==> src/rtl/traceback_processor.sv <==
// Traceback back-end: scores each traceback step, buffers the aligned pairs in a LIFO,
// then replays them start-to-end over a valid/ready port once the end marker arrives.
module traceback_processor #(
    parameter int CHAR_W   = 3,
    parameter int SCORE_W  = 9,
    parameter int MAX_LEN  = 32,
    parameter int MATCH    = 1,
    parameter int MISMATCH = -1,
    parameter int GAP      = -2,
    parameter logic [CHAR_W-1:0] GAP_CODE = '0,
    parameter int CNT_W    = $clog2(MAX_LEN + 1)
) (
    input  logic                      clk,
    input  logic                      rst,
    input  logic                      en_traceB,
    output logic                      in_ready,
    input  logic [CHAR_W-1:0]         SeqA_i_t,
    input  logic [CHAR_W-1:0]         SeqB_j_t,
    input  logic [2:0]                symbol,
    output logic                      out_valid,
    input  logic                      out_ready,
    output logic [CHAR_W-1:0]         datoA,
    output logic [CHAR_W-1:0]         datoB,
    output logic signed [SCORE_W-1:0] final_score,
    output logic [CNT_W-1:0]          n_match,
    output logic [CNT_W-1:0]          n_mismatch,
    output logic [CNT_W-1:0]          n_gap,
    output logic                      done,
    output logic                      err
);
    localparam int AW = (MAX_LEN > 1) ? $clog2(MAX_LEN) : 1;
    localparam logic signed [SCORE_W:0]   D_MATCH    = (SCORE_W + 1)'(MATCH);
    localparam logic signed [SCORE_W:0]   D_MISMATCH = (SCORE_W + 1)'(MISMATCH);
    localparam logic signed [SCORE_W:0]   D_GAP      = (SCORE_W + 1)'(GAP);
    localparam logic signed [SCORE_W-1:0] S_MIN = {1'b1, {(SCORE_W - 1){1'b0}}};
    localparam logic signed [SCORE_W-1:0] S_MAX = {1'b0, {(SCORE_W - 1){1'b1}}};
    localparam logic [CNT_W-1:0]          SP_FULL = CNT_W'(MAX_LEN);

    typedef enum logic [1:0] {IDLE, COLLECT, DRAIN, ERR} state_t;

    state_t                  state;
    logic [CNT_W-1:0]        sp;
    logic [CHAR_W-1:0]       lifo_a [MAX_LEN];
    logic [CHAR_W-1:0]       lifo_b [MAX_LEN];

    logic                    accept, is_diag, is_up, is_left, is_end, is_step, is_bad, is_eq;
    logic                    inc_m, inc_mm, inc_g, push_ok;
    logic [CHAR_W-1:0]       push_a, push_b;
    logic [AW-1:0]           wr_idx, rd_idx;
    logic signed [SCORE_W:0] delta, base, sum;
    logic signed [SCORE_W-1:0] score_next;

    always_comb begin
        in_ready  = !rst && (state == IDLE || state == COLLECT);
        accept    = en_traceB && in_ready;
        is_diag   = (symbol == 3'b001);
        is_up     = (symbol == 3'b010);
        is_left   = (symbol == 3'b100);
        is_end    = (symbol == 3'b000);
        is_step   = is_diag || is_up || is_left;
        is_bad    = !(is_step || is_end);
        is_eq     = (SeqA_i_t == SeqB_j_t);
        inc_m     = is_diag && is_eq;
        inc_mm    = is_diag && !is_eq;
        inc_g     = is_up || is_left;
        push_a    = is_left ? GAP_CODE : SeqA_i_t;
        push_b    = is_up ? GAP_CODE : SeqB_j_t;
        // The first step of an alignment restarts from zero rather than accumulating.
        push_ok   = accept && is_step && (state == IDLE || sp != SP_FULL);
        wr_idx    = (state == IDLE) ? '0 : AW'(sp);
        rd_idx    = AW'(sp - 1'b1);
        delta     = is_diag ? (is_eq ? D_MATCH : D_MISMATCH) : D_GAP;
        base      = (state == IDLE) ? '0 : {final_score[SCORE_W-1], final_score};
        sum       = base + delta;
        if (sum[SCORE_W] != sum[SCORE_W-1])
            score_next = sum[SCORE_W] ? S_MIN : S_MAX;
        else
            score_next = sum[SCORE_W-1:0];
        out_valid = (state == DRAIN) && (sp != '0);
        datoA     = out_valid ? lifo_a[rd_idx] : GAP_CODE;
        datoB     = out_valid ? lifo_b[rd_idx] : GAP_CODE;
        err       = (state == ERR);
    end

    // Pair storage carries no reset; sp alone decides which entries are live.
    always_ff @(posedge clk) begin
        if (push_ok) begin
            lifo_a[wr_idx] <= push_a;
            lifo_b[wr_idx] <= push_b;
        end
    end

    always_ff @(posedge clk or posedge rst) begin
        if (rst) begin
            state       <= IDLE;
            sp          <= '0;
            final_score <= '0;
            n_match     <= '0;
            n_mismatch  <= '0;
            n_gap       <= '0;
            done        <= 1'b0;
        end else begin
            done <= 1'b0;
            case (state)
                IDLE: begin
                    if (accept && is_bad) begin
                        state <= ERR;
                    end else if (accept && is_step) begin
                        final_score <= score_next;
                        n_match     <= CNT_W'(inc_m);
                        n_mismatch  <= CNT_W'(inc_mm);
                        n_gap       <= CNT_W'(inc_g);
                        sp          <= CNT_W'(1);
                        state       <= COLLECT;
                    end
                end
                COLLECT: begin
                    if (accept) begin
                        if (is_bad || (is_step && sp == SP_FULL)) begin
                            state <= ERR;
                        end else if (is_end) begin
                            state <= DRAIN;
                        end else begin
                            final_score <= score_next;
                            n_match     <= n_match + CNT_W'(inc_m);
                            n_mismatch  <= n_mismatch + CNT_W'(inc_mm);
                            n_gap       <= n_gap + CNT_W'(inc_g);
                            sp          <= sp + 1'b1;
                        end
                    end
                end
                DRAIN: begin
                    if (out_valid && out_ready) begin
                        sp <= sp - 1'b1;
                        if (sp == CNT_W'(1)) begin
                            done  <= 1'b1;
                            state <= IDLE;
                        end
                    end
                end
                default: state <= ERR;
            endcase
        end
    end
endmodule

==> config.mk <==
export PLATFORM = sky130hd
export DESIGN_NAME = traceback_processor
export DESIGN_NICKNAME = d
export VERILOG_FILES = /design/src/rtl/traceback_processor.sv
export SDC_FILE = /design/constraint.sdc
export NUM_CORES = 1
export LEC_CHECK = 0
export BUFFER_PORTS_ARGS = -buffer_cell sky130_fd_sc_hd__clkbuf_2
export CAP_MARGIN = 20
export CORE_ASPECT_RATIO = 1.4
export CORE_UTILIZATION = 50
export DETAILED_ROUTE_END_ITERATION = 8
export PLACE_DENSITY = 0.67
export SYNTH_ARGS = -nofsm -noshare
export SYNTH_HDL_FRONTEND = slang
export SYNTH_SLANG_ARGS = --single-unit
==> constraint.sdc <==
create_clock -name clk -period 5.75 [get_ports clk]
set_clock_uncertainty 0.15 [all_clocks]
set_input_delay 0 -clock clk [delete_from_list [all_inputs] [get_ports clk]]
set_output_delay 0 -clock clk [all_outputs]
set_load 0.005 [all_outputs]
==> impl_table.tex <==
\begin{tabular}{lr}
\hline
Metric & Value \\
\hline
\multicolumn{2}{l}{\textbf{Floorplan}} \\
\quad Core area & roughly 20,000 um2 \\
\quad DIE AREA & between 20,000 and 25,000 um2 \\
\quad Ports placed on the boundary & 50 \\
\quad Floorplan die width & 123.6 um \\
\quad Initial Util & 0.5152 \\
\quad Die extent in y & 172.2 um \\
\quad Row count & 61 \\
\multicolumn{2}{l}{\textbf{Critical path}} \\
\quad Crit path launch type & flip-flop \\
\quad CP Max Fanout & 27 \\
\quad Data required time at the worst endpoint & between 5 and 6 ns \\
\quad Reg2Reg Launch Point & state[1]\$\_DFFE\_PP0P\_ \\
\quad Worst Setup Path Type & flip-flop to output pin \\
\quad Path depth of the worst reg2reg path & 8 \\
\quad Reg-to-reg slack, setup & about 1.8 ns \\
\quad Critical Path Sink Type & output pin \\
\quad Data arrival time of the critical path & 3.91 ns \\
\quad Critical R2R Capture & lifo\_a[25][2]\$\_DFFE\_PP\_ \\
\multicolumn{2}{l}{\textbf{Yosys}} \\
\quad Portion of synthesized cell area occupied by the leading cell type & 0.5575 \\
\quad Count of flip-flops with a built-in enable after synthesis & 192 \\
\quad Synthesis warning total & 0 \\
\quad Fraction of registers with async set/reset & 0.1579 \\
\quad Cell area after technology mapping & 10,340 um2 \\
\quad Number of register bits inferred by synthesis & 228 \\
\quad Avg Synthesized Cell Area & 15.48 um2 \\
\quad Most used DFF post-synth & sky130\_fd\_sc\_hd\_\_edfxtp\_1 \\
\quad Top cells by area in the synthesized netlist & sky130\_fd\_sc\_hd\_\_edfxtp\_1 (56\%), sky130\_fd\_sc\_hd\_\_mux4\_2 (13\%), sky130\_fd\_sc\_hd\_\_dfrtp\_1 (8.7\%) \\
\quad Cell type with the highest aggregate area in the netlist & sky130\_fd\_sc\_hd\_\_edfxtp\_1 \\
\quad Post-Synthesis Cells & 668 \\
\quad Number of distinct library cell variants in the gate-level netlist after synthesis & 62 \\
\quad Synthesized net count & 700 \\
\quad Sequential cell area fraction in the yosys report & 0.6446 \\
\multicolumn{2}{l}{\textbf{GRT}} \\
\quad Number of global-route vias before repair & approximately 6,200 \\
\quad Global-route usage over all layers & 0.2262 \\
\quad Global-route wire length before repair & 35,500 um \\
\quad Maximum number of pins on one net before global-route repair & 58 \\
\quad Residual overflow from global routing & 0 \\
\quad Initial antenna violation count & 0 \\
\multicolumn{2}{l}{\textbf{CTS}} \\
\quad Number of buffers created by CTS & 22 \\
\quad Cts repair resizes & 0 \\
\quad Number of H-tree branching levels & 1 \\
\quad Clock tree from TritonCTS & done \\
\quad CTS clk-pin slew, worst paths & 0.07 ns \\
\quad Max Buffers Root-to-Sink & 3 \\
\quad Post-CTS setup buffer count & 0 \\
\quad Cell chosen for the clock root & sky130\_fd\_sc\_hd\_\_clkbuf\_16 \\
\quad Number of clock sinks & between 200 and 250 \\
\quad Clock insertion delay at the later pin of the skew report & $\sim$0.50 ns \\
\multicolumn{2}{l}{\textbf{STA}} \\
\quad Rel. slew slack & 0.2975 \\
\quad Final Setup Violations & 0 \\
\quad Final Hold Vio Count & 0 \\
\quad Setup repair after global routing missed its margin & no \\
\quad Slew Limit Fails & 0 \\
\quad Min cycle time layout & approximately 4 ns \\
\quad Smallest hold slack & approximately 0.013 ns \\
\quad Setup TNS after final layout & 0 ns \\
\quad Crit share post-route & 0.7065 \\
\quad Transition time at the pin with the least slew margin & 1.050 ns \\
\quad Max Clock Freq & 246.2 MHz \\
\multicolumn{2}{l}{\textbf{Worst hold path}} \\
\quad Beginning of the worst hold path & symbol[1] \\
\quad Depth of the worst hold-timing path & 5 \\
\quad Classification of the worst-slack hold path & input port to flip-flop \\
\quad Endpoint of the worst hold-timing path & state[0]\$\_DFFE\_PP0P\_ \\
\multicolumn{2}{l}{\textbf{Place}} \\
\quad Total placed cells including tap cells & about 940 \\
\quad Placed wire-length estimate & roughly 15,000 um \\
\quad Post-DP Area & 10,850 um2 \\
\quad Total of buffers placed on input and output ports & 49 \\
\quad RD Place Congestion & 0.8818 \\
\multicolumn{2}{l}{\textbf{Power and ir drop}} \\
\quad Leakage power & 4.125 nW \\
\quad Total power divided by cell area & 484.6 nW/um2 \\
\quad Worst IR Drop VDD & 0.0002274 V \\
\multicolumn{2}{l}{\textbf{Layout}} \\
\quad Number of nets in the finished design & 758 \\
\quad Layout fillers & 1,517 \\
\quad Filler-free cell count of the finished design & 993 \\
\quad Area added between synthesis and finish & 13.08\% \\
\quad Post-route cell area & between 10,000 and 15,000 um2 \\
\quad Antenna Diode Count & 0 \\
\quad Share of final-layout standard cells stronger than drive strength 1 & 0.2416 \\
\multicolumn{2}{l}{\textbf{Status}} \\
\quad Outcome & complete, no violations \\
\multicolumn{2}{l}{\textbf{Detailed routing}} \\
\quad Antenna-violating nets left & 0 \\
\quad Total iterations of the first detailed-routing run & 5 \\
\quad Total via count after detailed routing & about 6,000 \\
\quad Detailed-route vias per instance & 6.083 \\
\quad Routed WL & 22,840 um \\
\quad Residual DRC & 0 \\
\quad First DRT Iteration DRCs & 437 \\
\quad Wire length per cell & between 20 and 25 um \\
\multicolumn{2}{l}{\textbf{Flow run}} \\
\quad Max-capacitance violation count & 0 \\
\hline
\end{tabular}
## logic make-up (layout without fill, tap and decap cells)
kind of cell | after synthesis | count (layout) | synth area share
AO/OA/AOI/OAI | 112 | 112 | 0.07368
XOR/XNOR | 15 | 15 | 0.01452
adder cells (fa/ha/maj) | 22 | 22 | 0.02662
buffers and inverters | 55 | 128 | 0.02323
flip-flops | 228 | 228 | 0.6446
multiplexers | 68 | 68 | 0.1385
AND/OR/NAND/NOR | 168 | 168 | 0.07888
## layer usage
layer	track usage	up-vias	wire, um
li1	-	2725	-
met1	0.2757	3052	8999
met2	0.4076	207	12000
met3	0.03001	56	1186
met4	0.08015	0	651
met5	0	-	0
## layout by cell type, fill, tap and decap left out, drive strengths merged, types with 5 or more instances in the layout
master	n
a21oi	25
a22o	9
and2	9
buf	13
clkbuf	76
clkinv	8
dfrtp	36
dlygate4sd3	9
edfxtp	192
ha	18
inv	17
mux2i	7
mux4	60
nand2	33
nand3	26
nor2	55
nor2b	11
nor3	7
nor3b	5
o21ai	36
o31ai	11
xnor2	11
## state kept, by name (all words and copies together), names as in the netlist
signal,cells
n_mismatch,6
lifo_b,96
n_match,6
n_gap,6
state,2
final_score,9
sp,6
done,1
lifo_a,96
## how the worst max path moves through the flow
stage / from / endpoint / slack [ns] / cells after the start
3_3_place_gp: state[0]$_DFFE_PP0P_ / lifo_b[21][0]$_DFFE_PP_ / 1.97 / 8
6_report: sp[1]$_DFFE_PP0P_ / datoA[1] / 1.69 / 8
3_5_place_dp: state[0]$_DFFE_PP0P_ / lifo_a[23][0]$_DFFE_PP_ / 1.88 / 8
4_1_cts: sp[1]$_DFFE_PP0P_ / datoA[1] / 1.67 / 8
5_1_grt: sp[1]$_DFFE_PP0P_ / datoA[1] / 1.54 / 8
2_1_floorplan: state[0]$_DFFE_PP0P_ / final_score[3]$_DFFE_PP0P_ / 2.32 / 15
## worst max-delay path, cell delays in order (launching register included)
cell and delay (ns):
sky130_fd_sc_hd__dfrtp_1 0.54, sky130_fd_sc_hd__inv_1 0.18, sky130_fd_sc_hd__ha_2 0.78, sky130_fd_sc_hd__buf_4 0.45, sky130_fd_sc_hd__mux4_2 0.40, sky130_fd_sc_hd__mux4_2 0.54, sky130_fd_sc_hd__mux2i_1 0.30, sky130_fd_sc_hd__nor2_1 0.08
sky130_fd_sc_hd__clkbuf_2 0.13
## where the power goes
group | internal, mW | switching (mW) | leakage, nW
Clock | 0.869 | 0.607 | 0.357
Combinational | 1.01 | 1.22 | 1.55
Sequential | 1.86 | 0.0969 | 2.21
Total | 3.74 | 1.93 | 4.13
## synth_stat cells (3+ instances only)
master,number
sky130_fd_sc_hd__nor3b_1,4
sky130_fd_sc_hd__o21bai_1,3
sky130_fd_sc_hd__mux2i_1,7
sky130_fd_sc_hd__o22ai_1,4
sky130_fd_sc_hd__buf_2,8
sky130_fd_sc_hd__or2_2,4
sky130_fd_sc_hd__ha_1,18
sky130_fd_sc_hd__clkbuf_1,20
sky130_fd_sc_hd__a221o_1,3
sky130_fd_sc_hd__xnor2_1,10
sky130_fd_sc_hd__o31ai_1,11
sky130_fd_sc_hd__buf_4,4
sky130_fd_sc_hd__edfxtp_1,192
sky130_fd_sc_hd__and4_1,3
sky130_fd_sc_hd__buf_1,4
sky130_fd_sc_hd__mux4_2,60
sky130_fd_sc_hd__a21o_1,4
sky130_fd_sc_hd__a22o_1,9
sky130_fd_sc_hd__nand2_1,33
sky130_fd_sc_hd__nor3_1,7
sky130_fd_sc_hd__maj3_1,3
sky130_fd_sc_hd__nor2_1,55
sky130_fd_sc_hd__inv_1,16
sky130_fd_sc_hd__dfrtp_1,36
sky130_fd_sc_hd__nand3b_1,3
sky130_fd_sc_hd__and3_1,3
sky130_fd_sc_hd__nor2b_1,11
sky130_fd_sc_hd__o21ai_0,34
sky130_fd_sc_hd__nand3_1,26
sky130_fd_sc_hd__xor2_1,4
sky130_fd_sc_hd__a21oi_1,23
sky130_fd_sc_hd__and2_1,9
## stage by stage
| step | setup slack, ns | power, mW | util |
|---|---|---|---|
| 2_1_floorplan | 2.320 | 3.578 | - |
| 3_3_place_gp | 1.969 | 4.223 | 0.5403 |
| 3_5_place_dp | 1.880 | 4.260 | 0.5403 |
| 4_1_cts | 1.666 | 5.754 | 0.5817 |
| 5_1_grt | 1.540 | 5.932 | 0.5826 |
| 6_report | 1.687 | 5.668 | 0.5826 |
## what timing repair did
action | in CTS | in global routing
endpoints found under the hold margin | 40 | 0
hold buffers | 9 | 0
endpoints found under the setup margin | 0 | 0
## area by class of cell
| class | instances | area (um2) | area share |
|---|---|---|---|
| flip-flops and latches | 228 | 6670 | 0.5703 |
| clock inverters | 13 | 153.9 | 0.01316 |
| well taps | 252 | 315.3 | 0.02696 |
| repair buffers | 72 | 444.2 | 0.03798 |
| multi-input cells | 385 | 3461 | 0.2959 |
| inverters | 17 | 63.81 | 0.005456 |
| clock buffers | 26 | 586.8 | 0.05018 |
(Power assumes the default switching activity.)
